`src/rtl/mux_rr_scheduler.sv`:
```
// Round-robin scheduler sharing a 4:1 selector among four requesters.
// Each winner holds the selector for a bounded slice, followed by a two-cycle turnaround.
module mux_rr_scheduler #(
    parameter int HOLD_CYCLES = 4
) (
    input  logic       clk,
    input  logic       rst,
    input  logic       en,
    input  logic [3:0] req,
    output logic [1:0] sel,
    output logic [3:0] grant,
    output logic       valid,
    output logic       preempt
);

    localparam int CNT_W = (HOLD_CYCLES > 1) ? $clog2(HOLD_CYCLES) : 1;
    localparam logic [CNT_W-1:0] CNT_MAX = CNT_W'(HOLD_CYCLES - 1);

    typedef enum logic [1:0] {
        IDLE  = 2'd0,
        GRANT = 2'd1,
        GAP   = 2'd2
    } state_t;

    state_t           state;
    state_t           state_nxt;
    logic [1:0]       ptr;
    logic [1:0]       ptr_nxt;
    logic [CNT_W-1:0] cnt;
    logic [CNT_W-1:0] cnt_nxt;
    logic [1:0]       sel_nxt;
    logic [3:0]       grant_nxt;
    logic             valid_nxt;
    logic             preempt_nxt;

    logic             have_winner;
    logic [1:0]       winner;
    logic             drop;
    logic             expiry;

    // State register plus all registered outputs
    always_ff @(posedge clk) begin
        if (rst) begin
            state   <= IDLE;
            ptr     <= 2'd0;
            cnt     <= '0;
            sel     <= 2'd0;
            grant   <= 4'b0000;
            valid   <= 1'b0;
            preempt <= 1'b0;
        end else begin
            state   <= state_nxt;
            ptr     <= ptr_nxt;
            cnt     <= cnt_nxt;
            sel     <= sel_nxt;
            grant   <= grant_nxt;
            valid   <= valid_nxt;
            preempt <= preempt_nxt;
        end
    end

    // Rotating priority search: first set request at or after ptr, wrapping
    always_comb begin
        have_winner = 1'b0;
        winner      = ptr;
        for (int k = 0; k < 4; k++) begin
            if (!have_winner && req[ptr + 2'(k)]) begin
                have_winner = 1'b1;
                winner      = ptr + 2'(k);
            end
        end
    end

    assign drop   = ~req[sel] | ~en;
    assign expiry = (cnt == CNT_MAX);

    always_comb begin
        state_nxt = state;
        case (state)
            IDLE:    if (en && have_winner) state_nxt = GRANT;
            GRANT:   if (drop || expiry)    state_nxt = GAP;
            GAP:     state_nxt = IDLE;
            default: state_nxt = IDLE;
        endcase
    end

    // Release and enable-low win over expiry, so preempt only flags a forced hand-off
    always_comb begin
        ptr_nxt     = ptr;
        cnt_nxt     = cnt;
        sel_nxt     = sel;
        grant_nxt   = grant;
        valid_nxt   = valid;
        preempt_nxt = 1'b0;
        case (state)
            IDLE: begin
                if (en && have_winner) begin
                    sel_nxt   = winner;
                    grant_nxt = 4'b0001 << winner;
                    valid_nxt = 1'b1;
                    cnt_nxt   = '0;
                end else begin
                    grant_nxt = 4'b0000;
                    valid_nxt = 1'b0;
                end
            end
            GRANT: begin
                if (drop || expiry) begin
                    grant_nxt   = 4'b0000;
                    valid_nxt   = 1'b0;
                    ptr_nxt     = sel + 2'd1;
                    preempt_nxt = ~drop;
                end else begin
                    cnt_nxt = cnt + 1'b1;
                end
            end
            default: begin
                grant_nxt = 4'b0000;
                valid_nxt = 1'b0;
            end
        endcase
    end

endmodule

```
`config.mk`:
```
export PLATFORM = sky130hd
export DESIGN_NAME = mux_rr_scheduler
export DESIGN_NICKNAME = d
export VERILOG_FILES = /design/src/rtl/mux_rr_scheduler.sv
export SDC_FILE = /design/constraint.sdc
export NUM_CORES = 1
export LEC_CHECK = 0
export CAP_MARGIN = 25
export CORE_ASPECT_RATIO = 1.1
export CORE_MARGIN = 1
export CORE_UTILIZATION = 30
export CTS_CLUSTER_DIAMETER = 30
export DETAILED_ROUTE_END_ITERATION = 16
export MAX_ROUTING_LAYER = met4
export SETUP_SLACK_MARGIN = 0.3
export SYNTH_ARGS = -nofsm -noshare
export SYNTH_HDL_FRONTEND = slang
export SYNTH_SLANG_ARGS = --single-unit
```
`constraint.sdc`:
```
create_clock -name clk -period 2.15 [get_ports clk]
set_input_delay 0.215 -clock clk [delete_from_list [all_inputs] [get_ports clk]]
set_output_delay 0.215 -clock clk [all_outputs]
set_load 0.005 [all_outputs]
```
==> impl_results.md <==
* Status: completed
* Congestion Overflow GR at 0
* Initial DRC Count at 17
* EDFF count, synth at 0
* Met2 WL at 727 microns
* Final Cycle Share at 0.8429
* Die W at 47.21 microns
* Max H-tree Level at 1
* Yosys cell types at 33
* Via density at 4.976
* Seq/Total Area, Yosys at 0.4156
* Share of layout cells above drive strength 1 at 0.1959
* CTS Root Cell: clkbuf_4
* Req. time, crit path at 2380 ps
* Post-DP HPWL at 1.119 mm
* Leakage power at 0.3573 nW
* Clk buf depth at 2
* WL final at 1.498 mm
* Setup_tns at 0 ps
* Ys async rst share at 0
* Row count at 17
* Max-Cap Viols at 0
* Layout filler cell count at 211
* Top post-synthesis cells by area: dfxtp_1, nor2_1, a21oi_1, nand2b_1, a211oi_1
* Total die area at 2442 sq um
* Placer Congestion at 0.8085
* Routed via count at 622
* Hold buffer count at CTS at 0
* Fmax at 551.8 MHz
* Synth Register Bits at 14
* Antenna Cells at 0
* CP Class: register to register
* Internal reg-to-reg setup slack at 340 ps
* Drt drc at 0
* Setup violations, final at 0
* # IOs at 15
* Wire length per cell at 11.98 microns
* Tot GR Track Use at 0.1460
* Max layer used: met4
* Most frequent cells in the layout: dfxtp_1, clkdlybuf4s50_1, nor2_1
* RSZ-0062 raised after global routing: true
* FF+latch area at 280.3 sq um
* Fin crit period at 1812 ps
* Slew Limit Fails at 0
* Data arrival, critical path at 2040 ps
* Worst Setup Slack, final at 337.8 ps
* Port Buffers at 14
* Clock skew at 10.25 ps
* PwrDens at 654.5 nW/um^2
* Final #Nets at 106
* Power Total at 0.0006011 W
* First-pass GRT wire length at 2.504 mm
* Met1 wire length at 697 microns
* Syn_area_per_cell at 9.113 sq um
* Post-DRT Antenna Nets at 0
* Starting Density at 0.3269
* Commonest register cell after synthesis: dfxtp_1
* Area growth from synthesis to layout at 36.18%
* Syn_nets at 82
* Number of global-route vias before repair at 596
* CTS sink count at 14
* Critical Path Fanout Max at 9
* YS warnings at 0
* Yosys top cell by area: dfxtp_1
* CTS clock-pin slew for the worst setup and hold paths at 90 ps
* Routed wl met3 at 68 microns
* DR pass1 iterations at 4
* Top cell type's share of synthesized area at 0.4156
* Core area at 2063 sq um
* Initial antenna violation count at 0
* Pin count of the biggest net entering global routing at 10
* Die Ht at 51.73 microns
* Dpl ws at 103.2 ps
* Final hold viol count at 0
* Multi-input logic area at 370.4 sq um
* Mapped cell area at 674.4 sq um
* Clock tree from TritonCTS: yes
* Clock latency on the worst-skew pair at 290 ps
* Hold/Removal Path Class: register to register
* Slew at the pin closest to its max-slew limit at 478.4 ps
* Worst vdd ir at 0.3389 mV
* CP startpoint kind: register
* Slew margin rel. at 0.6781
* Total CTS buffers at 3
* Crit end category: register
* Synthesized instance count at 74
==> sequential cells by signal, indices dropped and copies added, names as in the netlist <==
register	flops
cnt	2
grant	4
preempt	1
ptr	2
sel	2
state	2
valid	1
==> cell type report <==
cell class              instances  share of cell area
clock buffers                   4             0.03951
inverters                       1            0.004087
multi-input cells              57              0.4033
flip-flops and latches         14              0.3052
well taps                      28             0.03815
repair buffers                 21              0.2098
==> cells in the mapped netlist (all sizes together), types with 2 or more instances <==
cell type / count
a211oi: 3
a21oi: 6
a22oi: 2
and3: 2
and3b: 2
dfxtp: 14
nand2: 3
nand2b: 4
nor2: 13
nor2b: 2
o21ai: 2
or2: 2
==> stage by stage <==
stage | area, sq um | utilization | instances | hold slack, ps
floorplan | 674.4 | - | 74 | 286.6
CTS | 917.1 | 0.4445 | 125 | 501.0
global route | 918.4 | 0.4451 | 125 | 546.8
global placement | 880.8 | 0.4269 | 121 | 481.9
detailed placement | 880.8 | 0.4269 | 121 | 486.5
finish | 918.4 | 0.4451 | 125 | 496.4
==> layer usage <==
metal  vias up  GRT usage
met1       289     0.1799
met5         -          -
met4         0    0.05238
met3         2    0.03125
met2        18     0.2315
li1        313          -
==> worst max-delay path, stage by stage (launching register included) <==
cell,delay [ps]
dfxtp_1,380
mux4_2,510
and3b_1,210
and3b_2,270
mux2_4,320
nor2_2,60
==> cells by family after synthesis <==
kind of cell               share of synthesized area
AOI/OAI and AO/OA                             0.2004
DFF                                           0.4156
muxes                                        0.05565
buffers and inverters                        0.03710
xor gates and xnor gates                     0.01299
and+or+nand+nor                               0.2597
adders and majority gates                    0.01855
==> where the power goes <==
group | internal (W) | switching [W] | leakage [nW]
registers | 0.000274 | 0.0000132 | 0.114
logic | 0.0000680 | 0.0000520 | 0.222
clock network | 0.000103 | 0.0000913 | 0.0210
total | 0.000445 | 0.000156 | 0.357
==> path summary, 6_finish.rpt <==
path,start,endpoint,depth (start not counted)
setup reg to reg,sel[0],cnt[0],5
hold / removal,cnt[1],cnt[1],2
hold reg to reg,cnt[1],cnt[1],2
setup / recovery,sel[0],cnt[0],5
==> timing repair <==
action,in CTS,in global routing
endpoints found under the hold margin,0,0
buffers inserted,0,0
setup endpoints to repair,0,4
resized for setup,0,1
Note: power is estimated with default switching activity, not from simulation.
